<file path="src/rtl/axi_bus_pkg.sv">
// Shared AXI crossbar definitions: FSM states, slave indices, address decode
// and the (master, slave) <-> grant-code mapping used by both bus arbiters.
// Grant codes: 0 is the default/no-grant code; otherwise 1 + 9*master + slave.
// NO (slot 8) selects the decode-error slave.
`ifndef AXI_LEN_BITS
`define AXI_LEN_BITS 8
`endif
`ifndef MX_SX_ID_BITS
`define MX_SX_ID_BITS 5
`endif

package axi_bus_pkg;

    typedef enum logic [1:0] {IDLE, ADDR, DATA, RESP} wr_state_e;

    typedef enum logic [3:0] {S0, S1, S2, S3, S4, S5, S6, S7, NO} slave_e;

    localparam int NUM_SLOTS = 9;
    localparam logic [`MX_SX_ID_BITS-1:0] DEFAULT_W = '0;

    typedef struct packed {
        logic       valid;
        logic [1:0] master;
        slave_e     slave;
    } grant_t;

    function automatic slave_e addr_to_slave(input logic [31:0] addr);
        slave_e s;
        case (addr[31:16])
            16'h0000: s = S0;
            16'h0001: s = S1;
            16'h0002: s = S2;
            16'h1000: s = S3;
            16'h1001: s = S4;
            16'h0010: s = S6;
            16'h0003: s = S7;
            default:  s = (addr[31:24] == 8'h20) ? S5 : NO;
        endcase
        return s;
    endfunction

    function automatic logic [`MX_SX_ID_BITS-1:0] grant_encode(input logic [1:0] master,
                                                                input slave_e   slave);
        int code;
        code = 1 + NUM_SLOTS * int'(master) + int'(slave);
        return code[`MX_SX_ID_BITS-1:0];
    endfunction

    function automatic grant_t grant_decode(input logic [`MX_SX_ID_BITS-1:0] code);
        grant_t g;
        int     idx;
        g.valid  = 1'b0;
        g.master = 2'd0;
        g.slave  = NO;
        if (code != DEFAULT_W && int'(code) <= 3 * NUM_SLOTS) begin
            idx      = int'(code) - 1;
            g.valid  = 1'b1;
            g.master = 2'(idx / NUM_SLOTS);
            g.slave  = slave_e'(4'(idx % NUM_SLOTS));
        end
        return g;
    endfunction

endpackage

</file>
<file path="src/rtl/axi_write_arbiter_rr_priority3.sv">
// Three-request picker: round-robin from a rotating pointer, or fixed
// priority 0 > 1 > 2. The pointer moves past the served master on advance.
module rr_priority3
    import axi_bus_pkg::*;
#(
    parameter bit RR_EN = 1'b1
) (
    input  logic       clk,
    input  logic       rst_n,
    input  logic [2:0] req,
    input  logic       advance,
    input  logic [1:0] served,
    output logic       gnt_valid,
    output logic [1:0] gnt_idx
);

    logic [1:0] ptr_q, ptr_d;

    function automatic logic [1:0] next_idx(input logic [1:0] i);
        return (i == 2'd2) ? 2'd0 : i + 2'd1;
    endfunction

    // Scan the three requests starting from the pointer (or from M0) and take the first.
    always_comb begin
        logic [1:0] cand;
        logic       found;
        gnt_idx = 2'd0;
        found   = 1'b0;
        cand    = RR_EN ? ptr_q : 2'd0;
        for (int k = 0; k < 3; k++) begin
            if (!found && req[cand]) begin
                gnt_idx = cand;
                found   = 1'b1;
            end
            cand = next_idx(cand);
        end
        gnt_valid = found;
        ptr_d     = advance ? next_idx(served) : ptr_q;
    end

    // Pointer register; restarts at M0.
    always_ff @(posedge clk or negedge rst_n) begin
        if (!rst_n) ptr_q <= 2'd0;
        else        ptr_q <= ptr_d;
    end

endmodule

</file>
<file path="src/rtl/axi_write_arbiter.sv">
// Write-channel arbiter: grants the AW/W/B path of one of three masters to one
// decoded slave, holding it until the B handshake completes.
// Optional build macro AXI_WR_TIMEOUT_EN adds a stall watchdog and wr_timeout.
module axi_write_arbiter
    import axi_bus_pkg::*;
#(
    parameter bit RR_EN = 1'b1,
    parameter int LEN_W = `AXI_LEN_BITS
) (
    input  logic                      ACLK,
    input  logic                      ARESETn,
    input  logic [31:0]               AWADDR_M0,
    input  logic [31:0]               AWADDR_M1,
    input  logic [31:0]               AWADDR_M2,
    input  logic [LEN_W-1:0]          AWLEN_M0,
    input  logic [LEN_W-1:0]          AWLEN_M1,
    input  logic [LEN_W-1:0]          AWLEN_M2,
    input  logic                      AWVALID_M0,
    input  logic                      AWVALID_M1,
    input  logic                      AWVALID_M2,
    input  logic                      AWREADY_M0,
    input  logic                      AWREADY_M1,
    input  logic                      AWREADY_M2,
    input  logic                      WVALID_M0,
    input  logic                      WVALID_M1,
    input  logic                      WVALID_M2,
    input  logic                      WREADY_M0,
    input  logic                      WREADY_M1,
    input  logic                      WREADY_M2,
    input  logic                      WLAST_M0,
    input  logic                      WLAST_M1,
    input  logic                      WLAST_M2,
    input  logic                      BVALID_M0,
    input  logic                      BVALID_M1,
    input  logic                      BVALID_M2,
    input  logic                      BREADY_M0,
    input  logic                      BREADY_M1,
    input  logic                      BREADY_M2,
    input  logic [`MX_SX_ID_BITS-1:0] AR_arbiter,
    output logic [`MX_SX_ID_BITS-1:0] AW_arbiter,
    output logic                      wr_len_err
`ifdef AXI_WR_TIMEOUT_EN
    ,
    output logic                      wr_timeout
`endif
);

    logic [31:0]      aw_addr [3];
    logic [LEN_W-1:0] aw_len  [3];
    logic [2:0]       aw_valid, aw_ready, w_valid, w_ready, w_last, b_valid, b_ready;

    assign aw_addr  = '{AWADDR_M0, AWADDR_M1, AWADDR_M2};
    assign aw_len   = '{AWLEN_M0, AWLEN_M1, AWLEN_M2};
    assign aw_valid = {AWVALID_M2, AWVALID_M1, AWVALID_M0};
    assign aw_ready = {AWREADY_M2, AWREADY_M1, AWREADY_M0};
    assign w_valid  = {WVALID_M2, WVALID_M1, WVALID_M0};
    assign w_ready  = {WREADY_M2, WREADY_M1, WREADY_M0};
    assign w_last   = {WLAST_M2, WLAST_M1, WLAST_M0};
    assign b_valid  = {BVALID_M2, BVALID_M1, BVALID_M0};
    assign b_ready  = {BREADY_M2, BREADY_M1, BREADY_M0};

    wr_state_e        state_q, state_d;
    logic [1:0]       gnt_m_q, gnt_m_d;
    slave_e           gnt_s_q, gnt_s_d;
    logic [LEN_W-1:0] len_q, len_d;
    logic [LEN_W:0]   cnt_q, cnt_d;
    logic             len_err_q, len_err_d;

    slave_e     req_slave [3];
    logic [2:0] elig;
    logic       gnt_valid;
    logic [1:0] win_idx;
    logic       rr_advance;

    logic [1:0]       sel_m;
    logic             cur_awhs, cur_whs, cur_wlast, cur_bhs;
    logic [LEN_W-1:0] beat_len;
    logic [LEN_W:0]   beat_idx, cnt_inc;
    logic             beat_err, w_counted;

`ifdef AXI_WR_TIMEOUT_EN
    logic [9:0] tmo_q, tmo_d;
    logic       timeout_q, timeout_d;
`endif

    // A master competes only if it requests and its target is not already held by its own read.
    always_comb begin
        elig = '0;
        for (int m = 0; m < 3; m++) begin
            req_slave[m] = addr_to_slave(aw_addr[m]);
            elig[m]      = aw_valid[m] && (AR_arbiter != grant_encode(2'(m), req_slave[m]));
        end
    end

    rr_priority3 #(.RR_EN(RR_EN)) u_pick (
        .clk       (ACLK),
        .rst_n     (ARESETn),
        .req       (elig),
        .advance   (rr_advance),
        .served    (gnt_m_q),
        .gnt_valid (gnt_valid),
        .gnt_idx   (win_idx)
    );

    // Handshakes of the master in focus, and whether the current W beat breaks the burst length.
    always_comb begin
        sel_m     = (state_q == IDLE) ? win_idx : gnt_m_q;
        cur_awhs  = aw_valid[sel_m] && aw_ready[sel_m];
        cur_whs   = w_valid[sel_m] && w_ready[sel_m];
        cur_wlast = w_last[sel_m];
        cur_bhs   = b_valid[sel_m] && b_ready[sel_m];
        beat_len  = (state_q == IDLE) ? aw_len[win_idx] : len_q;
        beat_idx  = (state_q == DATA) ? cnt_q : '0;
        cnt_inc   = (&cnt_q) ? cnt_q : cnt_q + 1'b1;
        beat_err  = cur_whs && ((cur_wlast && beat_idx != {1'b0, beat_len}) ||
                                (!cur_wlast && beat_idx == {1'b0, beat_len}));
        case (state_q)
            IDLE:    w_counted = gnt_valid && cur_awhs;
            ADDR:    w_counted = cur_awhs;
            DATA:    w_counted = 1'b1;
            default: w_counted = 1'b0;
        endcase
    end

    // Next-state and burst bookkeeping; the first W beat may ride along with the AW handshake.
    always_comb begin
        state_d    = state_q;
        gnt_m_d    = gnt_m_q;
        gnt_s_d    = gnt_s_q;
        len_d      = len_q;
        cnt_d      = cnt_q;
        len_err_d  = len_err_q | (w_counted && beat_err);
        rr_advance = 1'b0;
        case (state_q)
            IDLE: begin
                if (gnt_valid) begin
                    gnt_m_d = win_idx;
                    gnt_s_d = req_slave[win_idx];
                    len_d   = aw_len[win_idx];
                    cnt_d   = '0;
                    state_d = ADDR;
                    if (cur_awhs) begin
                        cnt_d   = {{LEN_W{1'b0}}, cur_whs};
                        state_d = (cur_whs && cur_wlast) ? RESP : DATA;
                    end
                end
            end
            ADDR: begin
                if (cur_awhs) begin
                    cnt_d   = {{LEN_W{1'b0}}, cur_whs};
                    state_d = (cur_whs && cur_wlast) ? RESP : DATA;
                end
            end
            DATA: begin
                if (cur_whs) begin
                    cnt_d = cnt_inc;
                    if (cur_wlast) state_d = RESP;
                end
            end
            RESP: begin
                if (cur_bhs) begin
                    state_d    = IDLE;
                    rr_advance = 1'b1;
                end
            end
            default: state_d = IDLE;
        endcase
`ifdef AXI_WR_TIMEOUT_EN
        timeout_d = timeout_q;
        if (state_q == IDLE || cur_awhs || cur_whs || cur_bhs) tmo_d = '0;
        else                                                   tmo_d = tmo_q + 10'd1;
        if (state_q != IDLE && tmo_q == 10'h3FF) begin
            state_d    = IDLE;
            rr_advance = 1'b1;
            timeout_d  = 1'b1;
            tmo_d      = '0;
        end
`endif
    end

    // Arbiter state; reset abandons any burst in flight.
    always_ff @(posedge ACLK or negedge ARESETn) begin
        if (!ARESETn) begin
            state_q   <= IDLE;
            gnt_m_q   <= 2'd0;
            gnt_s_q   <= NO;
            len_q     <= '0;
            cnt_q     <= '0;
            len_err_q <= 1'b0;
`ifdef AXI_WR_TIMEOUT_EN
            tmo_q     <= '0;
            timeout_q <= 1'b0;
`endif
        end else begin
            state_q   <= state_d;
            gnt_m_q   <= gnt_m_d;
            gnt_s_q   <= gnt_s_d;
            len_q     <= len_d;
            cnt_q     <= cnt_d;
            len_err_q <= len_err_d;
`ifdef AXI_WR_TIMEOUT_EN
            tmo_q     <= tmo_d;
            timeout_q <= timeout_d;
`endif
        end
    end

    // Grant code: live winner while idle (zero latency), held registered grant otherwise.
    always_comb begin
        AW_arbiter = DEFAULT_W;
        if (!ARESETn)             AW_arbiter = DEFAULT_W;
        else if (state_q == IDLE) AW_arbiter = gnt_valid ? grant_encode(win_idx, req_slave[win_idx]) : DEFAULT_W;
        else                      AW_arbiter = grant_encode(gnt_m_q, gnt_s_q);
    end

    assign wr_len_err = len_err_q;
`ifdef AXI_WR_TIMEOUT_EN
    assign wr_timeout = timeout_q;
`endif

endmodule
</file>
<file path="config.mk">
export PLATFORM = sky130hd
export DESIGN_NAME = axi_write_arbiter
export DESIGN_NICKNAME = d
export VERILOG_FILES = /design/src/rtl/axi_bus_pkg.sv /design/src/rtl/axi_write_arbiter_rr_priority3.sv /design/src/rtl/axi_write_arbiter.sv
export SDC_FILE = /design/constraint.sdc
export NUM_CORES = 1
export LEC_CHECK = 0
export ABC_AREA = 1
export CORE_MARGIN = 4
export CORE_UTILIZATION = 48
export CTS_CLUSTER_DIAMETER = 50
export DETAILED_ROUTE_END_ITERATION = 7
export GPL_TIMING_DRIVEN = 0
export PLACE_DENSITY = 0.88
export REMOVE_ABC_BUFFERS = 1
export SYNTH_ARGS = -nofsm -noshare
export SYNTH_HDL_FRONTEND = slang
export SYNTH_HIERARCHICAL = 1
export SYNTH_SLANG_ARGS = --single-unit
</file>
<file path="constraint.sdc">
create_clock -name ACLK -period 9.4 [get_ports ACLK]
set_input_delay 0.94 -clock ACLK [delete_from_list [all_inputs] [get_ports ACLK]]
set_output_delay 0.94 -clock ACLK [all_outputs]
set_load 0.1 [all_outputs]
</file>
**After elaboration in Yosys (flattened, before gate mapping)**

Index checks and enable logic that the tools add are counted.
Widths: inputs -> output; s select.

- Output and inout port bits: 6
- Logic and storage cells: 156
- Bits in registers: 28

- Order comparisons: 5
- Bitwise operators: 2
- Equal/unequal tests: 38
- Add/sub/neg operators: 11
- Reduce and logical (&&, ||, !) cells: 27
- Multiply operators: 2
- Muxes and demuxes: 64

Operators by type and width:

| cell | count |
|---|---|
| $eq 16x13->1 const B | 6 |
| $eq 16x2->1 const B | 6 |
| $pmux 4 s7 | 3 |
| $eq 16x1->1 const B | 3 |
| $eq 16x5->1 const B | 3 |
| $logic_not 16->1 | 3 |
| $mux 9 | 5 |
| $pmux 9 s3 | 1 |
| $mux 2 | 13 |
| $eq 8x6->1 const B | 3 |
| $mux 8 | 3 |
| $bmux 1 s2 | 10 |
| $mux 4 | 5 |
| $mux 1 | 17 |
| $bmux 8 s2 | 1 |
| $mux 5 | 3 |
| $ne 5x5->1 | 3 |
| $logic_and 1x1->1 | 14 |
| $lt 2x3->1 const B | 4 |
| $ne 2x2->1 const B | 6 |
| $add 1x5->5 const A | 2 |
| $add 5x4->5 | 2 |
| $eq 2x2->1 const B | 5 |
| $mul 4x2->5 const A | 2 |
| 21 further kinds | 26 |

**Longest topological paths before layout**

- Word-level depth: 26
- Mapped depth: 39

**Hierarchy**

Netlist, hierarchy kept.

By module, submodules not included:

| module | cells each | area each (µm²) | instances |
|---|---|---|---|
| axi_write_arbiter | 622 | 3567.2 | 1 |
| rr_priority3 | 38 | 212.7 | 1 |

**Worst setup path after synthesis**

No wires, ideal clock.

- Kind: input-to-output
- Start point: input port AWADDR_M0[19]
- End point: output port AW_arbiter[4]
- Arrival time: 6157 ps
- Stages: 37
- Path buffers: 2
- Required time: 8460 ps
- Path slack: 2303 ps
- Cells stage by stage: nor2_1 nand3_1 nor2_1 nand2_1 nand2_1 nor2_1 nand2_1 nand2_1 nand2_1 inv_1 ha_1 o21ai_0 a21oi_1 nand2_1 nor2_1 nand3_1 nor2_1 nor2_1 inv_1 nand2_1 nand2_1 nor2_1 nand3_1 nand2_1 buf_2 buf_2 nand3_1 nand3_1 nand2_1 ha_1 fa_1 nand2_1 nand2_1 nand2_1 xnor2_1 nand2_1 a21oi_1

- Longest elaborated chain between the ends: 22

RTL lines:

| element | RTL line | RTL |
|---|---|---|
| from (decl) | axi_write_arbiter.sv:12 | `input logic [31:0] AWADDR_M0,` |
| $eq 16x2->1 (tied with other cells) | axi_bus_pkg.sv:29 | `case (addr[31:16])` |
| $pmux 4 s7 * | axi_bus_pkg.sv:29 |  |
| $add 1x4->5 * | axi_bus_pkg.sv:45 | `code = 1 + NUM_SLOTS * int'(master) + int'(slave);` |
| $ne 5x5->1 * | axi_write_arbiter.sv:91 | `elig[m] = aw_valid[m] && (AR_arbiter != grant_encode(2'(m), req_slave[m]));` |
| $logic_and 1x1->1 * | axi_write_arbiter.sv:91 |  |
| net elig[0] | axi_write_arbiter.sv:70 | `logic [2:0] elig;` |
| $bmux 1 s2 | axi_write_arbiter_rr_priority3.sv:31 | `if (!found && req[cand]) begin` |
| $mux 1 (not written as such) | axi_write_arbiter_rr_priority3.sv:31 |  |
| [... 4 more ...] | n/a |  |
| $logic_not 1->1 | axi_write_arbiter_rr_priority3.sv:31 |  |
| $logic_and 1x1->1 | axi_write_arbiter_rr_priority3.sv:31 |  |
| $mux 2 * | axi_write_arbiter_rr_priority3.sv:31 |  |
| net win_idx[0] | axi_write_arbiter.sv:72 | `logic [1:0] win_idx;` |
| parallel branches: the longest is 4 deep, another holds $mul 4x2->5 | n/a |  |
| $add 5x4->5 * | axi_bus_pkg.sv:45 |  |
| $mux 5 * (2 in series) | axi_write_arbiter.sv:212 | `else if (state_q == IDLE) AW_arbiter = gnt_valid ? grant_encode(win_idx, req_slave[win_idx]) : DEFAULT_W;` |
| $mux 5 * | axi_write_arbiter.sv:211 | `if (!ARESETn) AW_arbiter = DEFAULT_W;` |
| to (decl) | axi_write_arbiter.sv:40 | `` output logic [`MX_SX_ID_BITS-1:0] AW_arbiter, `` |

Mark *: on every way through the listed nets, which the timed path passes. The select of a mux whose other input is x is not followed.

**Final worst setup path**

Same ends and word-level chain as after synthesis.

==> out/summary.txt <==
Remaining DRCs: 0
commonest non-fill, non-tap cell in the layout: nand2_1
WP data required: 8460 ps
area of the multi-input gates: 0.00263 mm2
setup repair bufs after CTS: 0
Die Area: 0.00936 mm2
PD cells: 248 mW/mm2
Die Width: 96.7 um
clk buf depth: 2
Core Region: 0.00769 mm2
reg-to-reg slack, setup: 6020 ps
Worst path max stage delay: 1170 ps
CP Launch Type: input pin
area grow syn2layout: 31.0%
Final Setup Violations: 0
final hold vios: 0
final core utilization: 64.4%
Post-layout nets: 926
routed via count: 4673
DRT Pass-1 Iters: 5
Post-synth top flop: dfrtp_1
worst flop-to-flop path endpoint: wr_len_err
Antenna diodes: 0
TritonCTS clock tree: done
global route overflow: 0
Layout fillers: 703
vias in the first global route: 4474
Critical Path End Type: output port
Max stage delay cell, worst path: clkdlybuf4s50_1
antenna viol nets, final: 0
GP Congestion: 0.863
initial antenna violation count: 0
H-tree levels: 1
largest fanout on the critical path: 19
Crit path top cell by count: nand2_1
critical path's top delay family: simple AND/OR/NAND/NOR gates
Overall Global Routing Usage: 22.4%
status: finished, final reports clean
Max-slew headroom: 29.6%
proportion of layout cells with a drive suffix above 1: 4.10%
Avg WL per Cell: 12.5 um
warnings from Yosys: 6
largest net degree at the start of global routing: 30
Setup CP Type: input pin to output port
FP Rows: 32
fmax: 0.118 GHz
reg2reg path depth: 20
syn avg cell area: 5.73 um2
Max Cap Viol: 0
Sequential cell area: 702 um2
Buffers & Inverters on Critical Path: 7
measured slew at the worst slew-check pin: 1060 ps
post-synthesis sequential area ratio: 18.6%
Worst-path clk slew: 110 ps
Yosys reg bits: 28
first-pass GRT wire length: 18400 um
Crit path arrival time: 7540 ps
Area after DPL: 0.00488 mm2
asr flop ratio synth: 100%
cts hold-fix bufs: 0
crit path launch: AWADDR_M0[19]
Fin Clk Skew: 9.70 ps
Setup TNS Final: 0 ps
Tcrit/Tclk final: 90.3%
vias per inst: 5.45
Netlist cell types: 43
1st-iter DRT viols: 295
Post-synth EDFFs: 0
total CTS buffers: 3
Starting Density: 49.2%
# port buffers: 105
RSZ-0062 raised after global routing: false
Die Height: 96.7 um
WHS Path Cells: 2
most frequent cells in the layout: 192 x nand2_1, 104 x clkdlybuf4s50_1, 93 x inv_1
worst r2r src: u_pick/ptr_q[1]
PnR Total Power: 1.23 mW
HPWL after DPL: 8640 um
CTS Sinks: 28
clk_lat worst skew: 290 ps
Final min period: 8480 ps
Peak VDD IR: 0.000111 V
Final Max Tran Viols: 0
# resized after CTS: 0
Post-Syn Area: 0.00378 mm2
Tightest Hold Check Type: flip-flop to flip-flop
Root Buffer: clkbuf_8
Cells after Synth: 660
WP depth: 37
Leak: 2.43 nW
I/O pins: 154
final WL: 10700 um
Design Area, Final: 0.00495 mm2
CP endpoint: AW_arbiter[4]
[cell type report]
type                            count  share of cell area (%)
Clock buffer                        3                   0.834
Clock inverter                      1                   0.607
Inverter                          101                    7.66
Multi-Input combinational cell    518                    53.0
Sequential cell                    28                    14.2
Tap cell                          102                    2.58
Timing Repair Buffer              105                    21.1
[per-layer routing]
| metal | vias to the layer above | share of wire (%) | GRT usage, % |
|---|---|---|---|
| li1 | 2332 | - | - |
| met1 | 2108 | 42 | 26.9 |
| met2 | 205 | 49 | 40.4 |
| met3 | 28 | 6.5 | 3.39 |
| met4 | 0 | 2.2 | 7.67 |
| met5 | - | 0 | 0 |
[power breakdown]
group / total (mW) / switching [mW] / leakage [nW] / internal (mW)
Combinational: 0.930 / 0.632 / 2.05 / 0.299
Clock: 0.0996 / 0.0425 / 0.0357 / 0.0572
Sequential: 0.200 / 0.0376 / 0.349 / 0.162
Total: 1.23 / 0.712 / 2.43 / 0.518
[logic make-up (layout without fill, tap and decap cells)]
group / Yosys count / in the layout / synth area share (%)
DFF: 28 / 28 / 18.6
adders and majority gates: 21 / 21 / 7.35
and+or+nand+nor: 392 / 392 / 44.1
AOI/OAI and AO/OA: 94 / 94 / 15.4
xor gates and xnor gates: 11 / 11 / 2.55
buffers and inverters: 114 / 210 / 12.0
[through the flow]
stage / setup WS (ps) / hold WS (ps) / cells
2_1_floorplan: 2240 / 453 / 647
3_3_place_gp: 1280 / 447 / 854
3_5_place_dp: 1140 / 451 / 854
4_1_cts: 1120 / 479 / 858
5_1_grt: 532 / 517 / 858
6_report: 916 / 476 / 858
[worst reg2reg max path, delay by kind of cell, from the launching register on]
kind / cells / cell delay [ps]
and+or+nand+nor: 16 / 1950
AOI/OAI and AO/OA: 1 / 100
buffers and inverters: 3 / 710
DFF: 1 / 490
[state kept, by name, summed over array words and instances (netlist names)]
register / cells
gnt_s_q: 4
gnt_m_q: 2
wr_len_err: 1
u_pick/ptr_q: 2
len_q: 8
state_q: 2
cnt_q: 9
[synth_stat cells (2+ instances only)]
cell / number / share of area, %
nand2_1: 192 / 19
or2_0: 3 / 0.50
a21o_1: 2 / 0.40
xor2_1: 5 / 1.2
inv_2: 8 / 0.79
nand3_1: 74 / 9.8
o2111ai_1: 3 / 0.70
o31ai_1: 2 / 0.40
o21ai_4: 2 / 0.86
inv_1: 93 / 9.2
nand2_2: 3 / 0.50
a21oi_1: 18 / 2.4
o21ai_0: 31 / 4.1
dfrtp_1: 27 / 18
fa_1: 2 / 1.1
nand3b_1: 2 / 0.40
nor2_1: 84 / 8.3
o21ai_2: 4 / 0.93
a22oi_1: 2 / 0.40
clkbuf_1: 4 / 0.40
buf_6: 2 / 0.60
or2_2: 3 / 0.50
nand4_1: 13 / 2.2
ha_1: 19 / 6.3
buf_2: 5 / 0.66
o22ai_1: 2 / 0.33
nor3_1: 8 / 1.1
a31oi_1: 8 / 1.3
o21ai_1: 6 / 0.79
xnor2_1: 6 / 1.4
and3_1: 3 / 0.50
a21boi_0: 2 / 0.40
nor2_2: 4 / 0.66
o211ai_1: 9 / 1.8
[worst min-delay path by stage]
| stage | startpoint | endpoint | slack [ps] |
|---|---|---|---|
| finish | wr_len_err | wr_len_err | 480 |
| global route | wr_len_err | wr_len_err | 520 |
| CTS | wr_len_err | wr_len_err | 480 |
| detailed placement | wr_len_err | wr_len_err | 450 |
| global placement | wr_len_err | wr_len_err | 450 |
| floorplan | gnt_s_q[1] | gnt_s_q[1] | 450 |
(Power assumes the default switching activity.)
